==> config.mk <==
export PLATFORM = sky130hd
export DESIGN_NAME = signal_logger_mc_flat
export DESIGN_NICKNAME = d
export VERILOG_FILES = /design/src/rtl/signal_logger_mc_pkg.sv /design/src/rtl/signal_logger_mc_if.sv /design/src/rtl/signal_logger_mc_ts_counter.sv /design/src/rtl/signal_logger_mc.sv /design/src/flat_wrapper.sv
export SDC_FILE = /design/constraint.sdc
export NUM_CORES = 1
export LEC_CHECK = 0
export ABC_AREA = 1
export BUFFER_PORTS_ARGS = -buffer_cell sky130_fd_sc_hd__buf_4
export CAP_MARGIN = 20
export CORE_UTILIZATION = 53
export DETAILED_ROUTE_END_ITERATION = 8
export PLACE_DENSITY = 0.7
export SETUP_SLACK_MARGIN = 0.4
export SKIP_LAST_GASP = 1
export SLEW_MARGIN = 40
export SYNTH_ARGS = -nofsm -noshare
export SYNTH_HDL_FRONTEND = slang
export SYNTH_SLANG_ARGS = --single-unit
export TNS_END_PERCENT = 5
==> constraint.sdc <==
create_clock -name clk -period 2 [get_ports clk]
set_input_delay 0 -clock clk [delete_from_list [all_inputs] [get_ports clk]]
set_output_delay 0 -clock clk [all_outputs]
set_load 0.05 [all_outputs]
==> src/rtl/signal_logger_mc_pkg.sv <==
// Shared types and helpers for the multi-channel signal logger.
package signal_logger_mc_pkg;

  typedef enum logic [1:0] {
    CLEAR = 2'd0,
    START = 2'd1,
    STOP  = 2'd2,
    DUMP  = 2'd3
  } state_t;

  localparam int unsigned CLOCK_FREQ_HZ = 50_000_000;

  localparam int unsigned DEF_NUM_CH   = 4;
  localparam int unsigned DEF_TS_WIDTH = 20;

  // Record layout is {marker, timestamp, channel values}; the FIFO width must match.
  function automatic int unsigned rec_width(input int unsigned num_ch,
                                            input int unsigned ts_width);
    return 1 + ts_width + num_ch;
  endfunction

  typedef struct packed {
    logic                    marker;
    logic [DEF_TS_WIDTH-1:0] ts;
    logic [DEF_NUM_CH-1:0]   ch;
  } log_rec_t;

endpackage

==> src/rtl/signal_logger_mc_if.sv <==
// Logger-side bus: channel inputs, command, FIFO write/dump controls and status.
interface signal_logger_mc_if #(
  parameter int unsigned NUM_CH     = 4,
  parameter int unsigned TS_WIDTH   = 20,
  parameter int unsigned DROP_WIDTH = 8
);
  import signal_logger_mc_pkg::*;

  localparam int unsigned REC_W = rec_width(NUM_CH, TS_WIDTH);

  logic [NUM_CH-1:0]     ch_in;
  logic [NUM_CH-1:0]     ch_enable;
  logic                  log_full;
  state_t                cmd_state;
  logic                  write_en;
  logic [REC_W-1:0]      write_data;
  logic                  read_en;
  logic                  flush;
  state_t                logger_state;
  logic [DROP_WIDTH-1:0] drop_count;

  modport master (
    output ch_in, ch_enable, log_full, cmd_state,
    input  write_en, write_data, read_en, flush, logger_state, drop_count
  );

  modport slave (
    input  ch_in, ch_enable, log_full, cmd_state,
    output write_en, write_data, read_en, flush, logger_state, drop_count
  );

endinterface

==> src/rtl/signal_logger_mc_ts_counter.sv <==
// Free-running timestamp with clear priority and a pulse in the cycle that rolls over.
module logger_ts_counter #(
  parameter int unsigned TS_WIDTH = 20
) (
  input  logic                clk,
  input  logic                rst,
  input  logic                inc_i,
  input  logic                clr_i,
  output logic [TS_WIDTH-1:0] ts_o,
  output logic                wrap_o
);

  logic [TS_WIDTH-1:0] ts_q, ts_d;

  always_comb begin
    ts_d = ts_q;
    if (clr_i) begin
      ts_d = '0;
    end else if (inc_i) begin
      ts_d = ts_q + TS_WIDTH'(1);
    end
  end

  always_ff @(posedge clk) begin
    if (rst) begin
      ts_q <= '0;
    end else begin
      ts_q <= ts_d;
    end
  end

  assign ts_o   = ts_q;
  assign wrap_o = inc_i && !clr_i && (&ts_q);

endmodule

==> src/rtl/signal_logger_mc.sv <==
// Edge-triggered timestamped logger with wrap markers, drop counter and timed auto-dump.
module signal_logger_mc
  import signal_logger_mc_pkg::*;
#(
  parameter int unsigned NUM_CH       = 4,
  parameter int unsigned TS_WIDTH     = 20,
  parameter int unsigned DUMP_TIMEOUT = CLOCK_FREQ_HZ,
  parameter int unsigned DROP_WIDTH   = 8
) (
  input logic               clk,
  input logic               rst,
  signal_logger_mc_if.slave bus
);

  localparam int unsigned TMR_W = $clog2(DUMP_TIMEOUT + 1);

  typedef struct packed {
    logic                marker;
    logic [TS_WIDTH-1:0] ts;
    logic [NUM_CH-1:0]   ch;
  } rec_t;

  state_t                state_q, state_d;
  logic [TMR_W-1:0]      timer_q, timer_d;
  logic [NUM_CH-1:0]     sampled_q;
  logic                  pend_q, pend_d;
  logic [DROP_WIDTH-1:0] drop_q, drop_d;
  logic                  we_q, we_d;
  rec_t                  wd_q, wd_d;
  logic                  re_q, re_d;
  logic                  fl_q, fl_d;

  logic [TS_WIDTH-1:0]   ts_val;
  logic                  ts_wrap, ts_inc, ts_clr;
  logic                  auto_dump;
  logic [NUM_CH-1:0]     change_v;

  assign ts_inc    = (state_q == START) || (state_q == STOP);
  assign ts_clr    = (state_q == CLEAR) || (state_q == DUMP);
  assign auto_dump = (state_q == DUMP) && (timer_q != '0);
  assign change_v  = (bus.ch_in ^ sampled_q) & bus.ch_enable;

  logger_ts_counter #(
    .TS_WIDTH(TS_WIDTH)
  ) u_ts (
    .clk   (clk),
    .rst   (rst),
    .inc_i (ts_inc),
    .clr_i (ts_clr),
    .ts_o  (ts_val),
    .wrap_o(ts_wrap)
  );

  // A nonzero timer marks an auto-dump in progress; a commanded DUMP runs with timer at 0.
  always_comb begin
    state_d = bus.cmd_state;
    timer_d = '0;
    if (auto_dump) begin
      if (timer_q == TMR_W'(DUMP_TIMEOUT)) begin
        state_d = STOP;
      end else begin
        state_d = DUMP;
        timer_d = timer_q + TMR_W'(1);
      end
    end else if ((state_q == START) && bus.log_full) begin
      state_d = DUMP;
      timer_d = TMR_W'(1);
    end
  end

  // The wrap pulse is folded into pending so the marker can go out in the rollover cycle.
  always_comb begin
    we_d   = 1'b0;
    wd_d   = wd_q;
    pend_d = pend_q;
    drop_d = drop_q;
    unique case (state_q)
      START: begin
        pend_d = pend_q | ts_wrap;
        if (change_v != '0) begin
          if (!bus.log_full) begin
            we_d        = 1'b1;
            wd_d.marker = 1'b0;
            wd_d.ts     = ts_val;
            wd_d.ch     = bus.ch_in;
          end else if (drop_q != '1) begin
            drop_d = drop_q + DROP_WIDTH'(1);
          end
        end else if (pend_d && !bus.log_full) begin
          we_d        = 1'b1;
          wd_d.marker = 1'b1;
          wd_d.ts     = '1;
          wd_d.ch     = bus.ch_in;
          pend_d      = 1'b0;
        end
      end
      STOP: begin
      end
      DUMP: begin
        pend_d = 1'b0;
      end
      CLEAR: begin
        pend_d = 1'b0;
        drop_d = '0;
      end
      default: begin
      end
    endcase
    re_d = (state_d == DUMP);
    fl_d = (state_d == CLEAR);
  end

  always_ff @(posedge clk) begin
    if (rst) begin
      state_q   <= CLEAR;
      timer_q   <= '0;
      sampled_q <= bus.ch_in;
      pend_q    <= 1'b0;
      drop_q    <= '0;
      we_q      <= 1'b0;
      wd_q      <= '0;
      re_q      <= 1'b0;
      fl_q      <= 1'b0;
    end else begin
      state_q   <= state_d;
      timer_q   <= timer_d;
      sampled_q <= bus.ch_in;
      pend_q    <= pend_d;
      drop_q    <= drop_d;
      we_q      <= we_d;
      wd_q      <= wd_d;
      re_q      <= re_d;
      fl_q      <= fl_d;
    end
  end

  assign bus.logger_state = state_q;
  assign bus.write_en     = we_q;
  assign bus.write_data   = wd_q;
  assign bus.read_en      = re_q;
  assign bus.flush        = fl_q;
  assign bus.drop_count   = drop_q;

endmodule

==> src/flat_wrapper.sv <==
// flat-port wrapper written by rule: the top's interface ports become plain ports
module signal_logger_mc_flat import signal_logger_mc_pkg::*;
#(
  parameter int unsigned NUM_CH       = 4,
  parameter int unsigned TS_WIDTH     = 20,
  parameter int unsigned DUMP_TIMEOUT = CLOCK_FREQ_HZ,
  parameter int unsigned DROP_WIDTH   = 8
)
  (clk, rst, bus_ch_in, bus_ch_enable, bus_log_full, bus_cmd_state, bus_write_en, bus_write_data, bus_read_en, bus_flush, bus_logger_state, bus_drop_count);
  signal_logger_mc_if #(.NUM_CH(NUM_CH), .TS_WIDTH(TS_WIDTH), .DROP_WIDTH(DROP_WIDTH)) bus_i ();
  input logic clk;
  input logic rst;
  input wire logic [$bits(bus_i.ch_in)-1:0] bus_ch_in;
  input wire logic [$bits(bus_i.ch_enable)-1:0] bus_ch_enable;
  input wire logic [$bits(bus_i.log_full)-1:0] bus_log_full;
  input wire logic [$bits(bus_i.cmd_state)-1:0] bus_cmd_state;
  output wire logic [$bits(bus_i.write_en)-1:0] bus_write_en;
  output wire logic [$bits(bus_i.write_data)-1:0] bus_write_data;
  output wire logic [$bits(bus_i.read_en)-1:0] bus_read_en;
  output wire logic [$bits(bus_i.flush)-1:0] bus_flush;
  output wire logic [$bits(bus_i.logger_state)-1:0] bus_logger_state;
  output wire logic [$bits(bus_i.drop_count)-1:0] bus_drop_count;
  assign bus_i.ch_in = bus_ch_in;
  assign bus_i.ch_enable = bus_ch_enable;
  assign bus_i.log_full = bus_log_full;
  assign bus_i.cmd_state = bus_cmd_state;
  assign bus_write_en = bus_i.write_en;
  assign bus_write_data = bus_i.write_data;
  assign bus_read_en = bus_i.read_en;
  assign bus_flush = bus_i.flush;
  assign bus_logger_state = bus_i.logger_state;
  assign bus_drop_count = bus_i.drop_count;
  signal_logger_mc #(.NUM_CH(NUM_CH), .TS_WIDTH(TS_WIDTH), .DUMP_TIMEOUT(DUMP_TIMEOUT), .DROP_WIDTH(DROP_WIDTH)) u_core (.clk(clk), .rst(rst), .bus(bus_i));
endmodule
==> metrics.yaml, run 1 <==
run_status: "finished clean"
min_from: "bus_log_full"
first_pass_iters: 5
layout_common_cells: "nand2_1 (163), inv_1 (124), nor2_1 (87), dfxtp_1 (78), buf_4 (65)"
reg2reg_from: "u_core.bus.logger_state[1]$_SDFF_PP0_"
ys_ff_latch: 89
ys_seq_area_share_pct: 38.3
setup_tns_ps: 0
cap_viol_max_count: 0
regToRegEndpoint: "u_core.bus.write_data[8]$_SDFFE_PP0P_"
syn-num-nets: 728
slowest_delay_ps: 360
avgSynthCellArea_um2: 6.58
cp_cell_sequence: "inv_2 -> ha_4 -> nand2_2 -> inv_2 -> nand2_1 -> nor2_2 -> nand2_2 -> nand3_4 -> buf_12 -> nand2_8 -> nand2_4 -> nand2_2 -> inv_2"
clock_sinks: 89
dp_hpwl_mm: 7.37
clk_latency_ps: 360
port_buffers: 50
fin_worst_skew_ps: 9.45
grt_pass1_wl_mm: 17.5
critPathKind: "reg -> reg"
synth_area_um2: 4650
drive_gt1_share_pct: 25.5
r2r_slack_ps: 370
cts.path.max_buffers: 2
ir_drop_mv: 0.527
ctsRootBufferMaster: "clkbuf_8"
cp-start-kind: "flop"
timing.fmax_mhz: 612
drc_errors: 0
min-delay-path-class: "in -> reg"
rsz0062_at_grt: "yes"
placed_cells: 857
grtUsageTotal_pct: 24.8
slowest_stage: "dfxtp_4"
critPathBufInv: 4
synth_cell_types: 31
holdPathStages: 3
num_vias: 4498
fin_ws_ps: 367
die_h_um: 95.7
drtIter0Drc: 154
routedWlPerCell_um: 12.7
die_w_um: 95.7
critPathRequiredTime_ps: 2310
cp-end-kind: "flop"
synth_top_area_share_pct: 38.3
layout_commonest_cell: "nand2_1"
final_area_um2: 5830
place_congestion: 0.893
critPathTopFamily: "simple AND/OR/NAND/NOR gates"
tightest_slew_ps: 449
ant_nets: 0
fillers: 718
relSlewSlack_pct: 69.8
start_util_pct: 55.7
die_area_um2: 9150
p_leak_nw: 2.60
wl_mm: 11.4
setup_viol: 0
postLayoutCoreUtil_pct: 69.9
syn_inst: 707
path_max_fanout: 7
worstPathArrival_ps: 1950
h-tree-depth: 3
dpl-instance-area_um2: 5160
grt_pass1_vias: 3984
syn_to_final_growth_pct: 25.4
holdPathEnd: "u_core.pend_q$_SDFFE_PP0P_"
pre_cts_slack_ps: 227
rows: 33
grt_overflow: 0
min_period_ps: 1630
hold_viol: 0
synth_area_leaders: "dfxtp_1 (38%), nand2_1 (15%), inv_1 (11%), nor2_1 (7.7%), nand3_1 (4.1%)"
ys_warn_count: 0
numCtsBuffers: 9
io_pins: 51
power_density_nw_per_um2: 626
instances_no_fill: 898
yosysTopAreaCell: "dfxtp_1"
fin_nets: 809
slew_violations: 0
worst-r2r-cell-count: 13
diodes: 0
grt_max_degree: 27
vias_per_cell: 5.01
fin_crit_sh_pct: 81.7
core_um2: 8340
antenna_found_initial: 0
cts_tree: "done"
clkTransAtPathRegs_ps: 90
==> logic make-up after synthesis <==
| group | after synthesis | synth area share, % |
|---|---|---|
| simple gates | 385 | 36.7 |
| xor+xnor | 22 | 4.14 |
| fa+ha+maj | 8 | 2.15 |
| flops | 89 | 38.3 |
| compound gates | 51 | 5.65 |
| buf+inv | 152 | 13.0 |
==> synth_stat cells (all sizes together) <==
cell      n
xor2     18
clkbuf    5
a31oi     1
ha        8
o21ai    28
a41oi     1
buf       7
or2       4
nor3     18
nor2    123
o211ai    1
inv     140
nor3b     1
dfxtp    89
xnor2     4
a21oi    20
nand4     4
nand3    42
nand3b    1
nand2   192
==> sequential cells by signal, indices dropped and copies added, names as in the netlist <==
| signal | flops |
|---|---|
| u_core.bus.write_data | 25 |
| u_core.bus.logger_state | 2 |
| u_core.bus.flush | 1 |
| u_core.timer_q | 26 |
| u_core.pend_q | 1 |
| u_core.bus.read_en | 1 |
| u_core.bus.drop_count | 8 |
| u_core.u_ts.ts_o | 20 |
| u_core.bus.write_en | 1 |
| u_core.sampled_q | 4 |
==> where the power goes <==
part | total, mW | switching [mW] | internal [mW]
clock network | 1.32 | 0.665 | 0.654
logic | 0.496 | 0.321 | 0.175
registers | 1.83 | 0.0241 | 1.81
total | 3.65 | 1.01 | 2.64
==> layer usage <==
layer | GRT usage (%) | wire length, um
met5 | 0 | 0
met4 | 10.7 | 293
met3 | 3.19 | 487
met2 | 42.2 | 5570
met1 | 31.2 | 5020
==> cell type report <==
cell class	count	area [um^2]	share of cell area [%]
clock inverter	5	61.3	1.05
inverter	140	528	9.06
sequential	89	1800	30.9
tap	105	131	2.25
timing repair buffer	78	671	11.5
clock buffer	11	151	2.60
multi-input combinational	470	2480	42.6
==> what timing repair did <==
action	4_1_cts	5_1_grt
gates cloned	3	4
setup buffers	4	7
endpoints found under the hold margin	19	0
pin swaps	8	18
resized for setup	12	52
hold buffers	7	0
endpoints found under the setup margin	57	67
==> worst min-delay path: stages <==
cell,delay [ps]
buf_4,100
o21ai_0,90
a21oi_1,140
==> how the worst max path moves through the flow <==
stage                     cells past startpoint                               endpoint                                  start
after floorplan                              10  u_core.bus.drop_count[7]$_SDFFE_PP0P_  u_core.bus.drop_count[1]$_SDFFE_PP0P_
after global placement                       12          u_core.timer_q[17]$_SDFF_PP0_           u_core.timer_q[0]$_SDFF_PP0_
after detailed placement                     12          u_core.timer_q[21]$_SDFF_PP0_           u_core.timer_q[0]$_SDFF_PP0_
after CTS                                    12          u_core.timer_q[23]$_SDFF_PP0_           u_core.timer_q[0]$_SDFF_PP0_
after global routing                         10  u_core.bus.drop_count[5]$_SDFFE_PP0P_  u_core.bus.drop_count[0]$_SDFFE_PP0P_
final                                        13  u_core.bus.write_data[8]$_SDFFE_PP0P_  u_core.bus.logger_state[1]$_SDFF_PP0_
==> metrics by stage <==
step | hold slack (ps) | power [mW]
2_1_floorplan | 27.7 | 2.15
3_3_place_gp | 130 | 2.27
3_5_place_dp | 130 | 2.28
4_1_cts | 6.54 | 3.62
5_1_grt | 57.4 | 3.79
6_report | 15.5 | 3.65
Power figures use the tool's default switching activity.
==> run 2: changes to the inputs <==
Settings changed: ABC_AREA 1 to 0, CORE_UTILIZATION 53 to 52, PLACE_DENSITY 0.7 to 0.73.
Clock period 2 ns to 1.4 ns, I/O delays scaled along.
==> run 2 against run 1 <==
The run now ends with hold timing, setup timing left. Wire length decreased by 5.5%. Sequential share of layout area decreased by 0.36 points. Sequential cell count unchanged. Count of clock-buffer cells in the layout decreased by 2. Clock skew about the same. Critical endpoint is now u_core.bus.write_data[13]$_SDFFE_PP0P_. Sequential power increased by 43%. Highest routed layer unchanged. Synthesized cell count decreased by 33%. Final cell count decreased by 17%. Critical path type unchanged. Total power increased by 39%. Core utilization increased by 6.3 points. Via count decreased by 9.8%.
==> metrics.yaml, run 2 <==
run_status: "complete, but fails checks"
violations: "hold timing, setup timing"
wl_mm: 10.7  # -5.5%
ys.flop_type: "dfxtp_1"
cp-end-kind: "flop"
setup_viol: 77  # +77
path_max_fanout: 10  # +3
grt_max_degree: 22  # -19%
numCtsBuffers: 9  # unchanged
avgSynthCellArea_um2: 8.65  # +31%
timing.fmax_mhz: 555  # -9.4%
antenna_found_initial: 0  # unchanged
holdPathStages: 3  # unchanged
rows: 32  # -3.0%
cap_viol_max_count: 0  # unchanged
grt_util_met1_pct: 31.9  # +0.72 points
async_flop_share_pct: 0  # unchanged
cts_tree: "done"
post_cts.repair.setup_buffers: 0  # -4
fin_crit_sh_pct: 129  # +47 points
ir_drop_mv: 1.03  # +96%
synth_area_leaders: "dfxtp_1 (43%), xor2_1 (7.5%), nor2_1 (6.8%), a211oi_1 (3.7%), nand3_1 (3.3%)"
top_register: "u_core.timer_q"
dp_hpwl_mm: 7.46  # +1.2%
h-tree-depth: 3  # unchanged
ant_nets: 0  # unchanged
yosysMostFrequentCell: "dfxtp_1"
synth_cell_types: 52  # +68%
crit_path_frequent_cell: "and4_4"
layout_commonest_cell: "buf_4"
relSlewSlack_pct: 74.0  # +4.2 points
tightest_slew_ps: 380  # -68.8 ps
cp-start-kind: "flop"
port_buffers: 50  # unchanged
worstPathArrival_ps: 2090  # +140 ps
min-delay-path-class: "in -> reg"
cp_cell_sequence: "inv_4 -> ha_4 -> and2_4 -> and4_4 -> and4_4 -> o31ai_4 -> clkbuf_16 -> a211oi_2"
pre_cts_slack_ps: -451  # -677 ps
slew_violations: 0  # unchanged
min_from: "rst"
ys_seq_area_share_pct: 43.4  # +5.1 points
cts.path.max_buffers: 2  # unchanged
postLayoutCoreUtil_pct: 76.2  # +6.3 points
grtUsageTotal_pct: 25.9  # +1.2 points
fillers: 556  # -23%
num_vias: 4057  # -9.8%
fin_worst_skew_ps: 9.60  # +0.151 ps
die_h_um: 90.9  # -5.0%
place_congestion: 0.880  # -1.5%
r2r_slack_ps: -400  # -770 ps
reg2reg_from: "u_core.bus.logger_state[0]$_SDFF_PP0_"
grt_pass1_vias: 3831  # -3.8%
drive_gt1_share_pct: 34.9  # +9.4 points
core_um2: 7690  # -7.8%
worst-r2r-cell-count: 8  # -5
drc_errors: 0  # unchanged
syn_inst: 475  # -33%
rsz0062_at_grt: "yes"
cts_hold_buffers: 6  # -1
clock_sinks: 89  # unchanged
seqCellArea_um2: 1790  # -0.69%
synth_area_um2: 4110  # -12%
io_pins: 51  # unchanged
critPathRequiredTime_ps: 1690  # -620 ps
clk_latency_ps: 370  # about the same
power_density_nw_per_um2: 867  # +39%
slowest_stage: "dfxtp_4"
critPathLaunch: "u_core.bus.logger_state[0]$_SDFF_PP0_"
slowest_delay_ps: 380  # +20 ps
syn_to_final_growth_pct: 42.6
largest_register_ffs: 26  # unchanged
synth_common_cells: "dfxtp_1 (89), nor2_1 (74), xor2_1 (35), inv_1 (32), nand3_1 (27)"
grt.busiest_layer: "met2"
grt_overflow: 0  # unchanged
vias_per_cell: 5.48  # +9.3%
fin_nets: 656  # -19%
critPathKind: "reg -> reg"
fin_ws_ps: -403  # -770 ps
regToRegEndpoint: "u_core.bus.write_data[13]$_SDFFE_PP0P_"
met3_usage_pct: 4.88  # +1.7 points
syn-num-nets: 496  # -32%
grt_pass1_wl_mm: 17.3  # -1.3%
synth_top_area_share_pct: 43.4  # +5.1 points
layout_common_cells: "buf_4 (164), dfxtp_1 (86), nor2_1 (74), xor2_1 (35), inv_1 (30)"
diodes: 0  # unchanged
clkTransAtPathRegs_ps: 90  # about the same
die_w_um: 90.9  # -5.0%
routedWlPerCell_um: 14.5  # +15%
yosysTopAreaCell: "dfxtp_1"
p_leak_nw: 2.45  # -5.8%
ctsRootBufferMaster: "clkbuf_8"
start_util_pct: 53.4  # -2.3 points
hold_viol: 1  # +1
multiInputGateArea_um2: 2230  # -10%
drtIter0Drc: 157  # +1.9%
die_area_um2: 8260  # -9.7%
min_period_ps: 1800  # +170 ps
first_pass_iters: 4  # -1
whs_ps: -41.8  # -57.3 ps
gr-usage-met2_pct: 45.6  # +3.4 points
setup_tns_ps: -21670  # -21670 ps
synth_edf_count: 0  # unchanged
holdPathEnd: "u_core.timer_q[1]$_SDFF_PP0_"
ys_ff_latch: 89  # unchanged
ys_warn_count: 0  # unchanged
-- run 2: how the worst max path moves through the flow --
| stage | endpoint | slack [ps] | cells past startpoint |
|---|---|---|---|
| floorplan | u_core.bus.write_data[10]$_SDFFE_PP0P_ | -600 | 10 |
| global placement | u_core.bus.flush$_SDFF_PP0_ | -410 | 6 |
| detailed placement | u_core.bus.write_data[23]$_SDFFE_PP0P_ | -450 | 8 |
| CTS | u_core.bus.write_data[20]$_SDFFE_PP0P_ | -380 | 8 |
| global route | u_core.timer_q[24]$_SDFF_PP0_ | -470 | 8 |
| finish | u_core.bus.write_data[13]$_SDFFE_PP0P_ | -400 | 8 |
-- run 2: worst max-delay path: cells and delay by family, from the launching register on --
family                   cells  cell delay (ps)
buffers and inverters        2              240
AO/OA/AOI/OAI                2              300
AND/OR/NAND/NOR              3              560
flip-flops                   1              380
adder cells (fa/ha/maj)      1              250
-- run 2: power by group --
group          switching, mW  leakage (nW)  internal [mW]
sequential            0.0299         0.723           2.58
clock                  0.958         0.100          0.826
combinational          0.402          1.62          0.282
-- run 2: area by class of cell --
| type | count | share of cell area, % |
|---|---|---|
| multi-input combinational | 328 | 38.0 |
| clock inverter | 6 | 1.15 |
| clock buffer | 9 | 2.11 |
| tap | 102 | 2.18 |
| inverter | 32 | 2.14 |
| timing repair buffer | 175 | 23.8 |
| sequential | 89 | 30.6 |
-- run 2: cells by family after synthesis --
logic type / synth area share [%]
AOI/OAI and AO/OA: 12.6
xor gates and xnor gates: 9.81
adders and majority gates: 2.44
buffers and inverters: 6.34
DFF: 43.4
muxes: 0.244
and+or+nand+nor: 25.2
-- run 2: layer usage --
metal  routed length (um)  vias up
met4                  185        0
met3                  586       22
li1                     -     1973
met1                 4710     1928
met2                 5270      134
met5                    0        -
-- run 2: metrics by stage --
stage,hold slack [ps],std cells,area [um^2],total power [mW]
2_1_floorplan,27.7,475,4140,3.03
3_3_place_gp,213,719,5440,3.29
3_5_place_dp,214,719,5440,3.31
4_1_cts,-47.9,740,5720,5.07
5_1_grt,-34.4,741,5860,5.25
6_report,-41.8,741,5860,5.08
-- run 2: what timing repair did --
action,in CTS,in global routing
resized for setup,8,20
setup endpoints to repair,95,95
gates cloned,0,1
endpoints found under the hold margin,10,1
pin swaps,2,3
